**config.mk**
```make
export PLATFORM = sky130hd
export DESIGN_NAME = irq_request_latch
export DESIGN_NICKNAME = d
export VERILOG_FILES = /design/src/rtl/irq_request_latch_pkg.sv /design/src/rtl/irq_request_latch_prio_enc.sv /design/src/rtl/irq_request_latch.sv
export SDC_FILE = /design/constraint.sdc
export NUM_CORES = 1
export LEC_CHECK = 0
export BUFFER_PORTS_ARGS = -buffer_cell sky130_fd_sc_hd__buf_2
export CAP_MARGIN = 20
export CORE_MARGIN = 2
export CORE_UTILIZATION = 35
export DETAILED_ROUTE_END_ITERATION = 16
export PLACE_DENSITY_LB_ADDON = 0.1
export SYNTH_ARGS = -nofsm -noshare
export SYNTH_HDL_FRONTEND = slang
export SYNTH_HIERARCHICAL = 1
export SYNTH_SLANG_ARGS = --single-unit
```
**constraint.sdc**
```tcl
create_clock -name clk -period 4.2 [get_ports clk]
set_input_delay 0.63 -clock clk [delete_from_list [all_inputs] [get_ports clk]]
set_output_delay 0.63 -clock clk [all_outputs]
set_load 0.01 [all_outputs]
```
**src/rtl/irq_request_latch_pkg.sv**
```systemverilog
// Shared constants and FSM state type for the interrupt request latch.
package irq_request_latch_pkg;

    localparam int unsigned IRQ_N           = 16;  // request lines
    localparam int unsigned IRQ_CODE_W      = 4;   // clog2(IRQ_N)
    localparam int unsigned IRQ_SYNC_STAGES = 2;   // synchroniser depth, >= 2

    typedef enum logic {
        IDLE  = 1'b0,
        OFFER = 1'b1
    } state_e;

endpackage : irq_request_latch_pkg

```
**src/rtl/irq_request_latch_prio_enc.sv**
```systemverilog
// Priority encoder: lowest set index of the eligible set wins.
// Ports:
//   eligible  in   N       candidate request bits
//   code_c    out  CODE_W  index of the lowest set bit (0 when none)
//   active_c  out  1       at least one bit set
module irq_request_latch_prio_enc #(
    parameter int unsigned N      = 16,
    parameter int unsigned CODE_W = 4
) (
    input  logic [N-1:0]      eligible,
    output logic [CODE_W-1:0] code_c,
    output logic              active_c
);

    // Scan from the top down so the lowest set index is the last one written.
    always_comb begin
        code_c   = '0;
        active_c = 1'b0;
        for (int i = int'(N) - 1; i >= 0; i--) begin
            if (eligible[i]) begin
                code_c   = CODE_W'(i);
                active_c = 1'b1;
            end
        end
    end

endmodule : irq_request_latch_prio_enc

```
**src/rtl/irq_request_latch.sv**
```systemverilog
// Synchronises asynchronous request lines, latches their rising edges into a
// sticky pending register and offers the lowest unmasked pending index over a
// valid/ready handshake, clearing that bit when it is accepted.
// Ports:
//   clk, rst     clock, asynchronous active-high reset
//   req          asynchronous level request lines
//   mask         1 = keep pending but do not offer
//   sw_clear     synchronous clear of all pending bits (also cancels an offer)
//   out_valid    index offered
//   out_code     offered index, held for the whole offer
//   out_ready    downstream accepts when out_valid && out_ready
//   pending      raw pending register
//   any_pending  registered |(pending & ~mask)
module irq_request_latch
    import irq_request_latch_pkg::*;
#(
    parameter int unsigned N           = IRQ_N,
    parameter int unsigned CODE_W      = IRQ_CODE_W,
    parameter int unsigned SYNC_STAGES = IRQ_SYNC_STAGES
) (
    input  logic              clk,
    input  logic              rst,
    input  logic [N-1:0]      req,
    input  logic [N-1:0]      mask,
    input  logic              sw_clear,
    output logic              out_valid,
    output logic [CODE_W-1:0] out_code,
    input  logic              out_ready,
    output logic [N-1:0]      pending,
    output logic              any_pending
);

    state_e              state, state_nxt;
    logic [N-1:0]        sync_last;
    logic [N-1:0]        prev;
    logic [N-1:0]        rise;
    logic [N-1:0]        clr;
    logic [N-1:0]        pending_nxt;
    logic [N-1:0]        eligible;
    logic [CODE_W-1:0]   win_code;
    logic                win_act;
    logic                valid_nxt;
    logic [CODE_W-1:0]   code_nxt;

    // Input synchroniser, one flop rank per stage.
    for (genvar s = 0; s < int'(SYNC_STAGES); s++) begin : g_sync
        logic [N-1:0] q;
        if (s == 0) begin : g_first
            always_ff @(posedge clk or posedge rst) begin
                if (rst) q <= '0;
                else     q <= req;
            end
        end else begin : g_next
            always_ff @(posedge clk or posedge rst) begin
                if (rst) q <= '0;
                else     q <= g_sync[s-1].q;
            end
        end
    end

    assign sync_last = g_sync[SYNC_STAGES-1].q;

    // Rising-edge detect: a held level produces a single event.
    always_ff @(posedge clk or posedge rst) begin
        if (rst) prev <= '0;
        else     prev <= sync_last;
    end

    assign rise     = sync_last & ~prev;
    assign eligible = pending & ~mask;

    irq_request_latch_prio_enc #(
        .N      (N),
        .CODE_W (CODE_W)
    ) u_enc (
        .eligible (eligible),
        .code_c   (win_code),
        .active_c (win_act)
    );

    // State and registered outputs.
    always_ff @(posedge clk or posedge rst) begin
        if (rst) begin
            state       <= IDLE;
            out_valid   <= 1'b0;
            out_code    <= '0;
            pending     <= '0;
            any_pending <= 1'b0;
        end else begin
            state       <= state_nxt;
            out_valid   <= valid_nxt;
            out_code    <= code_nxt;
            pending     <= pending_nxt;
            any_pending <= |(pending_nxt & ~mask);
        end
    end

    // Next state, offer control and pending update. A new rise beats a clear.
    always_comb begin
        state_nxt = state;
        valid_nxt = out_valid;
        code_nxt  = out_code;
        clr       = {N{sw_clear}};
        case (state)
            IDLE: begin
                if (win_act && !sw_clear) begin
                    code_nxt  = win_code;
                    valid_nxt = 1'b1;
                    state_nxt = OFFER;
                end
            end
            OFFER: begin
                if (sw_clear) begin
                    valid_nxt = 1'b0;
                    state_nxt = IDLE;
                end else if (out_ready) begin
                    clr       = N'(1) << out_code;
                    valid_nxt = 1'b0;
                    state_nxt = IDLE;
                end
            end
            default: begin
                valid_nxt = 1'b0;
                state_nxt = IDLE;
            end
        endcase
        pending_nxt = (pending & ~clr) | rise;
    end

endmodule : irq_request_latch

```
# Word level (Yosys, flattened, before mapping)
# Cells that the tools add are included.
# op_classes
add_sub_neg	0
mul	0
div	0
magnitude_cmp	0
n_eq_ne	2
shift	1
n_mux	43
bitwise	9
n_reduce_logical	5
# ops
cell	n
16-bit bitwise AND	4
4-bit two-way mux	16
16-bit two-way mux	3
16-bit NOT	3
1-bit two-way mux	22
16-bit bitwise OR	1
16-bit OR reduction	1
1-bit by 4-bit left shift with 16-bit output, first input constant	1
1-bit case mux with 2 select lines	2
2-bit AND reduction	2
3-bit inequality test, second input constant	1
2-bit inequality test, second input constant	1
1-bit logical AND	1
1-bit logical NOT	1
1-bit NOT	1
# word_totals
regBits	71
latchBits	0
ram_bits	0
rom_bits	0
inputBits	36
output_inout_bits	22
elab_cells	68
mem_count	0

# Logic depth before layout (Yosys ltp)
# Gate-level depths: netlist (run 1).
# depth
ltp_word	21
ltp_mapped	6
depth_no_buf	6

# Modules after synthesis
# The synthesis (run 1) kept the hierarchy.
# by_module_without_submodules
module	n_inst	cells_per_inst	area_per_inst_um2	seq_area_each_um2
irq_request_latch	1	197	2558.7	1776.7
irq_request_latch_prio_enc	1	33	178.9	0.0

# Least setup slack after synthesis (run 1)
# OpenSTA, ideal clock, no wires.
# synth_path
path_type	input to register
start	in mask[9]
end	reg out_code[0]
setup_time_ns	0.125
arrival_ns	2.051
t_required_ns	4.075
path_slack_ns	2.024
cell_stages	6
path_buffers	0
cell_sequence	nor2b_1 -> nor4_2 -> and3_1 -> nand4_1 -> nor3b_1 -> mux2_2
# synth_between
elab_chain_cells	14
word_cells_on_any_way	24
cone_classes	mux: 20; bitwise: 2; reduce/logical: 2
# synth_rtl
item	line	source
start: declaration	irq_request_latch.sv:24	input logic [N-1:0] mask,
16-bit NOT	irq_request_latch.sv:70	assign eligible = pending & ~mask;
16-bit bitwise AND	irq_request_latch.sv:70	
1-bit two-way mux (10 in series)	irq_request_latch_prio_enc.sv:20	if (eligible[i]) begin
net win_act	irq_request_latch.sv:41	logic win_act;
1-bit logical AND	irq_request_latch.sv:106	if (win_act && !sw_clear) begin
2-bit AND reduction (no line)	n/a	
end signal: assignment	irq_request_latch.sv:92	out_code <= code_nxt;
end: declaration	irq_request_latch.sv:27	output logic [CODE_W-1:0] out_code,
# The timed path passes the listed nets, and every way through them passes these cells.
# A chain may end at the register's enable or synchronous reset.

# Worst setup path in the final report (run 1)
# layout_path
start	reg pending[9]
end	reg out_code[1]
# layout_between
elab_chain_cells	13
word_cells_on_any_way	23
cone_classes	mux: 20; bitwise: 1; reduce/logical: 2
# layout_rtl
item	line	source
start: declaration	irq_request_latch.sv:29	output logic [N-1:0] pending,
start signal: assignment	irq_request_latch.sv:93	pending <= pending_nxt;
16-bit bitwise AND	irq_request_latch.sv:70	
net eligible[9]	irq_request_latch.sv:39	logic [N-1:0] eligible;
1-bit two-way mux (10 in series)	irq_request_latch_prio_enc.sv:20	
net win_act	irq_request_latch.sv:41	
1-bit logical AND	irq_request_latch.sv:106	
2-bit AND reduction (no line)	n/a	
# The timed path passes the listed nets, and every way through them passes these cells.

==> flow_summary.yaml, run 1 <==
sta:
  setup-tns-final_ns: 0
  slew_headroom: 0.404
  hold_viol_final: 0
  tightestPinTransition_ns: 0.893
  layout_min_cycle_time_ns: 2.20
  finalSetupViolations: 0
  slew_viol_final: 0
  maxClockFrequency_ghz: 0.454
  fin_skew_ns: 0.0102
  grt_setup_unrepaired: "no"
  fin_crit_sh: 0.524
synth:
  syn_inst: 230
  syn_avg_cell_area_um2: 11.9
  synth.distinct_cells: 33
  synth-seq-cells: 71
  async_reset_ff_frac: 1.00
  syn-num-nets: 266
  synth_area_um2: 2740
  synthFlopType: "dfrtp_1"
  synth.most_common_cell: "dfrtp_1"
  synth_edf_count: 0
  yosysTopAreaCell: "dfrtp_1"
  netlist.area_leader.share: 0.649
  yosysSeqAreaShare: 0.649
  synth_common_cells: "dfrtp_1 (71), inv_1 (18), nor2b_1 (17), o211ai_1 (14), o21ai_0 (14)"
  ys_top_cells_by_area: "dfrtp_1 (65%), nor2b_1 (3.9%), o211ai_1 (3.8%)"
  yosys_warnings: 6
floorplan:
  design.core.area_um2: 7650
  chipWidth_um: 92.4
  initial_core_util: 0.358
  fp-row-count: 32
  ioPinCount: 58
  die_area_um2: 8550
  die_h_um: 92.4
clock_network:
  cts_resized: 0
  holdBufCountCts: 0
  clk_latency_ns: 0.35
  cts_inserted_buffers: 9
  postCtsSetupBuffers: 0
  root_buffer: "clkbuf_8"
  htreeDepth: 3
  cts_tree: "yes"
  cts.clk_slew.worst_paths_ns: 0.07
  cts_sinks: 71
  cts.path.max_buffers: 2
cells_and_area:
  area_delta_synth_final_pct: 23.3
  nFillCells: 745
  final_nets: 332
  antennaDiodeCount: 0
  final_util: 0.441
  drive_above_1_share: 0.279
detailed_routing:
  via_per_inst: 4.89
  wl_per_cell_um: 16.2
  vias: 1970
  wirelength_mm: 6.53
  first_pass_iters: 4
  drt-initial-drc-count: 108
  antenna_left: 0
  drc_errors: 0
outcome:
  status: "completed"
setup_path:
  path_max_fanout: 5
  worstSetupPathType: "reg -> reg"
  reg2reg_slack_ns: 2.00
  arrival_ns: 2.43
  critPathMaxStageDelay_ns: 0.49
  critPathRequiredTime_ns: 4.43
  critPathLaunchType: "flip-flop"
  cp_slowest_cell: "nor3b_1"
  crit_chain: "nor2b_1 > nor4_2 > and3_1 > nand4_1 > nor3b_1 > mux2_2"
  timing.rr.start: "pending[9]"
  crit_start: "pending[9]"
  cp-end-kind: "flip-flop"
global_route:
  first_global_vias: 1936
  track_usage: 0.165
  grt_antenna_before_repair: 0
  grt_max_degree: 46
  overflow: 0
  grt_pass1_wl_mm: 10.4
run:
  cap_violations: 0
place:
  numPortBuffers: 57
  hpwl_mm: 4.97
  place_congestion: 0.874
worst_hold_path:
  min_from: "g_sync[0].q[9]"
  hp-class: "reg -> reg"
power_and_ir_drop:
  leakagePower_nw: 1.53
  vdd_drop_max_uv: 250
  power-per-cell-area_nw_per_um2: 478
-- through the flow --
stage	cells	instance area, µm²	setup slack (ns)	power, W	hold WS [ns]
after floorplan	230	2740	1.77	0.000908	0.331
after global placement	387	3140	1.63	0.00101	0.331
after detailed placement	387	3140	1.65	0.00101	0.336
final	403	3370	2.00	0.00161	0.350
after CTS	403	3370	2.01	0.00163	0.353
after global routing	403	3370	1.85	0.00170	0.358
-- path summary, 6_finish.rpt --
path | end | cells after the start
max in group asynchronous | pending[9] | 3
min in group asynchronous | g_sync[0].q[4] | 2
worst max register to register | out_code[1] | 6
worst max-delay path | out_code[1] | 6
worst min register to register | g_sync[1].q[9] | 0
worst min-delay path | g_sync[1].q[9] | 0
-- where the power goes --
group	leakage [nW]	internal (W)	switching, W
Combinational	0.578	0.0000883	0.000122
Clock	0.113	0.000369	0.000252
Sequential	0.837	0.000734	0.0000471
Total	1.53	0.00119	0.000421
-- metal layers --
layer / routed length, µm / global-route usage / vias up
li1: - / - / 948
met1: 3050 / 0.225 / 972
met2: 3100 / 0.245 / 42
met3: 285 / 0.0561 / 8
met4: 94 / 0.0597 / 0
met5: 0 / 0 / -
-- final cells by class --
| type | count | area, µm² | area share |
|---|---|---|---|
| Clock inverter | 4 | 76.3 | 0.0226 |
| Clock buffer | 12 | 155 | 0.0460 |
| Multi-Input combinational cell | 138 | 878 | 0.260 |
| Tap cell | 102 | 128 | 0.0378 |
| Timing Repair Buffer | 58 | 293 | 0.0868 |
| Sequential cell | 71 | 1780 | 0.527 |
| Inverter | 18 | 67.6 | 0.0200 |
-- critical path: cells and delay by family, from the launching register on --
family           cells  cell delay, ns
AND/OR/NAND/NOR      5            1.33
flip-flops           1            0.36
multiplexers         1            0.40
-- cell families after synthesis --
group,after synthesis,synth area share
buffers and inverters,21,0.0302
AO/OA/AOI/OAI,52,0.125
flip-flops,71,0.649
multiplexers,5,0.0201
AND/OR/NAND/NOR,81,0.175
-- flip-flops by register name (all words and copies together) (netlist names) --
name and cells:
g_sync.q 32, pending 16, prev 16, out_code 4, any_pending 1, out_valid 1, state 1
-- cell usage in the layout (no fill, tap or decap), types with 5 or more instances in the layout --
cell type	count
o22ai_1	5
nor3b_1	13
buf_2	57
clkbuf_8	11
dfrtp_1	71
a21oi_1	7
nor2_1	11
o21ai_0	14
inv_1	17
o211ai_1	14
nor2b_1	17
nand3_1	7
nand2_1	11
Note: power is estimated with default switching activity, not from simulation.
==> inputs of run 2 (changes only) <==
ABC_AREA = 1   (was not set)
clock period = 2 ns   (was 4.2 ns; I/O delays follow)
==> run 2 against run 1 <==
- sequential cell count unchanged
- routed wire length decreased by 11%
- core utilization increased by 1.2 points
- global-route usage decreased by 1.9 points
- die area increased by 3.9%
- combinational power increased by 130%
- count of clock-buffer cells in the layout decreased by 1
==> flow_summary.yaml, run 2 <==
outcome:
  status: "completed"
synth:
  synth_fa_ha_area_frac: 0
  synthMuxAreaShare: 0
  synth_area_um2: 2850
  synth-seq-cells: 71
  synth_top_family_by_area: "simple AND/OR/NAND/NOR gates"
  ys_top_cells_by_area: "dfrtp_1 (62%), nand2_1 (12%), inv_1 (8.6%)"
  syn_inst: 331
  synth_edf_count: 0
  synth_common_cells: "nand2_1 (91), dfrtp_1 (71), inv_1 (65), nor2_1 (47)"
  yosys.area_share.simple: 0.234
  syn-num-nets: 367
  yosys_warnings: 6
  synth-xor-area-share: 0
  netlist.area_leader.share: 0.624
  synth.most_common_cell: "nand2_1"
  async_reset_ff_frac: 1.00
  yosysSeqAreaShare: 0.624
  syn_avg_cell_area_um2: 8.61
  yosysTopAreaCell: "dfrtp_1"
  synth.distinct_cells: 23
  synthFlopType: "dfrtp_1"
  synth_compound_area_frac: 0.0329
setup_path:
  critPathMaxStageDelay_ns: 0.37
  critPathLaunchType: "flip-flop"
  crit_top_cell: "nor2_1"
  r2r_cells: 8
  crit_chain: "inv_1 > nor2_1 > or2_1 > nor4_1 > nand2_1 > nand3_1 > nor2_1 > a21oi_1"
  path_max_fanout: 10
  crit_start: "pending[15]"
  cp-end-kind: "flip-flop"
  arrival_ns: 2.04
  reg2reg_slack_ns: 0.22
  timing.rr.start: "pending[15]"
  worstSetupEndpoint: "out_code[2]"
  r2r_end: "out_code[2]"
  worstSetupPathType: "reg -> reg"
  cp_slowest_cell: "dfrtp_1"
  critPathRequiredTime_ns: 2.26
clock_network:
  cts.path.max_buffers: 2
  cts_sinks: 71
  cts_resized: 0
  cts_inserted_buffers: 9
  cts_tree: "yes"
  root_buffer: "clkbuf_8"
  holdBufCountCts: 0
  cts.clk_slew.worst_paths_ns: 0.07
  htreeDepth: 3
  clk_latency_ns: 0.34
  postCtsSetupBuffers: 0
place:
  place_congestion: 0.836
  hpwl_mm: 4.31
  pre_cts_slack_ns: 0.240
  numPortBuffers: 57
power_and_ir_drop:
  vdd_drop_max_uv: 576
  finalPower_w: 0.00364
  leakagePower_nw: 1.96
  power-per-cell-area_nw_per_um2: 1030
detailed_routing:
  drc_errors: 0
  wl_per_cell_um: 11.5
  drt-initial-drc-count: 124
  vias: 2138
  via_per_inst: 4.23
  antenna_left: 0
  first_pass_iters: 4
  wirelength_mm: 5.83
cells_and_area:
  top_regs: "g_sync.q (32), pending (16), prev (16)"
  nFillCells: 805
  area_delta_synth_final_pct: 24.2
  largest_reg_flops: 32
  layout_common_cells: "nand2_1 (91), dfrtp_1 (71), inv_1 (64), buf_2 (57), nor2_1 (47)"
  final_nets: 434
  regMostFlops: "g_sync.q"
  drive_above_1_share: 0.233
  antennaDiodeCount: 0
  final_common_cell: "nand2_1"
sta:
  maxClockFrequency_ghz: 0.561
  grt_setup_unrepaired: "no"
  layout_min_cycle_time_ns: 1.78
  slew_viol_final: 0
  hold_viol_final: 0
  finalSetupViolations: 0
  fin_skew_ns: 0.0111
  slew_headroom: 0.753
  setup_slack_ns: 0.217
  tightestPinTransition_ns: 0.367
  setup-tns-final_ns: 0
  fin_crit_sh: 0.892
global_route:
  track_usage: 0.146
  first_global_vias: 2119
  overflow: 0
  grt_pass1_wl_mm: 9.69
  grt_max_degree: 72
  grt_antenna_before_repair: 0
floorplan:
  design.core.area_um2: 7810
  die_area_um2: 8880
  fp-row-count: 32
  ioPinCount: 58
  initial_core_util: 0.365
  chipWidth_um: 94.2
  die_h_um: 94.2
worst_hold_path:
  hp-class: "in -> async"
run:
  cap_violations: 0
## run 2: per-stage QoR
step                cells  hold WS (ns)  area, µm²   util
CTS                   505        0.0398       3540  0.453
detailed placement    489         0.335       3270  0.418
global placement      489         0.331       3270  0.418
floorplan             331         0.331       2850      -
finish                505        0.0424       3540  0.453
global route          505        0.0376       3540  0.453
## run 2: metal layers
| layer | track usage | vias up | wire length [µm] |
|---|---|---|---|
| li1 | - | 1095 | - |
| met1 | 0.185 | 982 | 2570 |
| met2 | 0.229 | 52 | 2810 |
| met3 | 0.0393 | 9 | 347 |
| met4 | 0.0761 | 0 | 108 |
| met5 | 0 | - | 0 |
## run 2: cell families (layout without fill, tap and decap cells)
logic type / after synthesis / in the layout
compound gates: 17 / 17
simple gates: 163 / 163
flops: 71 / 71
buf+inv: 80 / 152
## run 2: critical path, delay by kind of cell (launching register included)
family | cells | cell delay [ns]
buf+inv | 1 | 0.07
flops | 1 | 0.37
simple gates | 6 | 1.14
compound gates | 1 | 0.12
## run 2: where the power goes
| part | switching (W) | internal (W) | total [W] |
|---|---|---|---|
| combinational | 0.000315 | 0.000175 | 0.000490 |
| sequential | 0.0000797 | 0.00154 | 0.00162 |
| clock | 0.000532 | 0.000992 | 0.00152 |
| total | 0.000927 | 0.00271 | 0.00364 |
## run 2: how the worst min path moves through the flow
stage / start / endpoint / slack, ns
finish: rst / g_sync[0].q[15] / 0.04
global route: req[0] / g_sync[0].q[0] / 0.04
CTS: req[0] / g_sync[0].q[0] / 0.04
detailed placement: g_sync[0].q[9] / g_sync[1].q[9] / 0.33
global placement: g_sync[0].q[7] / g_sync[1].q[7] / 0.33
floorplan: g_sync[0].q[0] / g_sync[1].q[0] / 0.33
## run 2: cell type report
class	count	area (µm²)	share of cell area
multi-input combinational	180	761	0.215
sequential	71	1780	0.502
clock inverter	5	129	0.0364
clock buffer	11	141	0.0400
inverter	78	297	0.0838
tap	102	128	0.0361
timing repair buffer	58	305	0.0863
==> inputs of run 3 (changes only) <==
SYNTH_HIERARCHICAL = not set   (was 1)
==> run 3 against run 2 <==
- global-route usage barely moved
- routed wire length fell by 6.9%
- clock power down 28%
- power down 7.7%
- die area is 8.8% lower
- largest power group unchanged
==> flow_summary.yaml, run 3 <==
outcome:
  status: "completed"
clock_network:
  root_buffer: "clkbuf_8"
  postCtsSetupBuffers: 0
  htreeDepth: 3
  clk_latency_ns: 0.35
  cts_resized: 0
  holdBufCountCts: 0
  cts_sinks: 71
  cts.clk_slew.worst_paths_ns: 0.08
  cts.path.max_buffers: 2
  cts_tree: "yes"
  cts_inserted_buffers: 9
setup_path:
  cp_slowest_cell: "dfrtp_1"
  reg2reg_slack_ns: 0.22
  crit_cells: 8
  crit_top_cell: "nand3_1"
  worstSetupEndpoint: "any_pending"
  critPathRequiredTime_ns: 2.22
  arrival_ns: 2.00
  crit_start: "out_code[0]"
  r2r_cells: 8
  r2r_end: "any_pending"
  path_max_fanout: 7
  worstSetupPathType: "reg -> reg"
  cp-end-kind: "flip-flop"
  crit_chain: "inv_1 > nand3_1 > o211ai_1 > o21ai_1 > nand2_1 > nand4_1 > a211oi_2 > nand3_1"
  critPathLaunchType: "flip-flop"
  critical-path-top-delay-family: "compound AO/OA/AOI/OAI gates"
  timing.rr.start: "out_code[0]"
  path_buf_inv: 1
  critPathMaxStageDelay_ns: 0.45
global_route:
  grt_max_degree: 72
  track_usage: 0.146
  grt_antenna_before_repair: 0
  overflow: 0
  first_global_vias: 1899
  grt_pass1_wl_mm: 8.98
synth:
  synth_common_cells: "dfrtp_1 (71), nand2_1 (58), inv_1 (41), o211ai_1 (16)"
  synth_edf_count: 0
  synth.most_common_cell: "dfrtp_1"
  syn_avg_cell_area_um2: 10.8
  yosysTopAreaCell: "dfrtp_1"
  syn_inst: 240
  netlist.area_leader.share: 0.687
  ys_top_cells_by_area: "dfrtp_1 (69%), nand2_1 (8.4%), inv_1 (6.0%)"
  async_reset_ff_frac: 1.00
  yosysSeqAreaShare: 0.687
  yosys_warnings: 0
  synth_area_um2: 2590
  syn-num-nets: 276
  synth-seq-cells: 71
  synthFlopType: "dfrtp_1"
  synth.distinct_cells: 19
run:
  cap_violations: 0
cells_and_area:
  top_regs: "g_sync.q (32), pending (16), prev (16)"
  layout_common_cells: "dfrtp_1 (71), nand2_1 (58), buf_2 (57), inv_1 (40), o211ai_1 (16)"
  final_nets: 344
  final_common_cell: "dfrtp_1"
  antennaDiodeCount: 0
  area_delta_synth_final_pct: 23.9
  final_util: 0.444
  nFillCells: 739
  drive_above_1_share: 0.252
  largest_reg_flops: 32
  regMostFlops: "g_sync.q"
place:
  place_congestion: 0.812
  numPortBuffers: 57
  hpwl_mm: 3.95
  pre_cts_slack_ns: 0.196
sta:
  fin_crit_sh: 0.890
  setup-tns-final_ns: 0
  fin_skew_ns: 0.00884
  slew_headroom: 0.654
  hold_viol_final: 0
  finalSetupViolations: 0
  layout_min_cycle_time_ns: 1.78
  holdWs_ns: 0.0435
  tightestPinTransition_ns: 0.518
  maxClockFrequency_ghz: 0.562
  slew_viol_final: 0
  grt_setup_unrepaired: "no"
  setup_slack_ns: 0.220
detailed_routing:
  first_pass_iters: 4
  vias: 1867
  drt-initial-drc-count: 104
  antenna_left: 0
  drc_errors: 0
  via_per_inst: 4.53
  wl_per_cell_um: 13.2
  wirelength_mm: 5.43
worst_hold_path:
  hp-class: "in -> async"
floorplan:
  ioPinCount: 58
  die_h_um: 90.0
  chipWidth_um: 90.0
  die_area_um2: 8090
  design.core.area_um2: 7210
  fp-row-count: 31
  initial_core_util: 0.358
power_and_ir_drop:
  power-per-cell-area_nw_per_um2: 1050
  leakagePower_nw: 1.64
  finalPower_w: 0.00336
  vdd_drop_max_uv: 401
run 3: cell types whose count changed in the layout (fill, tap and decap cells not counted), sizes merged, moves of 2 or more:
cell and change:
a21oi -6, o21ai +12, nand3 +2, nor2 -40
a221oi +2, nor3 -3, inv -33, bufinv -3
o211ai +15, nand2 -39
run 3: layout make-up:
type | instances | area, µm² | area share
inverters | 42 | 161 | 0.0504
clock inverters | 6 | 61.3 | 0.0191
clock buffers | 10 | 128 | 0.0398
multi-input cells | 126 | 647 | 0.202
well taps | 99 | 124 | 0.0387
flip-flops and latches | 71 | 1780 | 0.555
repair buffers | 58 | 305 | 0.0953
run 3: cells by family (layout without fill, tap and decap cells):
family / Yosys count / in the layout / share of synthesized area
AOI/OAI and AO/OA: 45 / 45 / 0.116
buffers and inverters: 43 / 116 / 0.0629
DFF: 71 / 71 / 0.687
and+or+nand+nor: 81 / 81 / 0.134
run 3: report_power, final:
part,switching (W),internal [W]
sequential,0.000116,0.00157
clock,0.000528,0.000571
combinational,0.000375,0.000200
run 3: how the worst min path moves through the flow:
stage / depth (start not counted) / endpoint / slack, ns
5_1_grt: 1 / g_sync[0].q[15] / 0.02
3_5_place_dp: 0 / g_sync[1].q[0] / 0.33
3_3_place_gp: 0 / g_sync[1].q[6] / 0.33
6_report: 3 / pending[12] / 0.04
4_1_cts: 1 / g_sync[0].q[15] / 0.03
2_1_floorplan: 0 / g_sync[1].q[0] / 0.33
run 3: tightest hold or removal path: stages:
cell and delay (ns):
buf_2 0.11, clkinvlp_4 0.07, buf_12 0.32
run 3: routing by layer:
metal  track usage  wire length [µm]  vias up
met5             0                 0        -
met4        0.0885               157        0
met3        0.0386               280       15
met2         0.220              2510       53
met1         0.189              2480      888
li1              -                 -      911
run 3: per-stage QoR:
| stage | instance area [µm²] | std cells |
|---|---|---|
| floorplan | 2590 | 240 |
| global route | 3200 | 412 |
| detailed placement | 3010 | 396 |
| global placement | 3010 | 396 |
| CTS | 3200 | 412 |
| finish | 3200 | 412 |
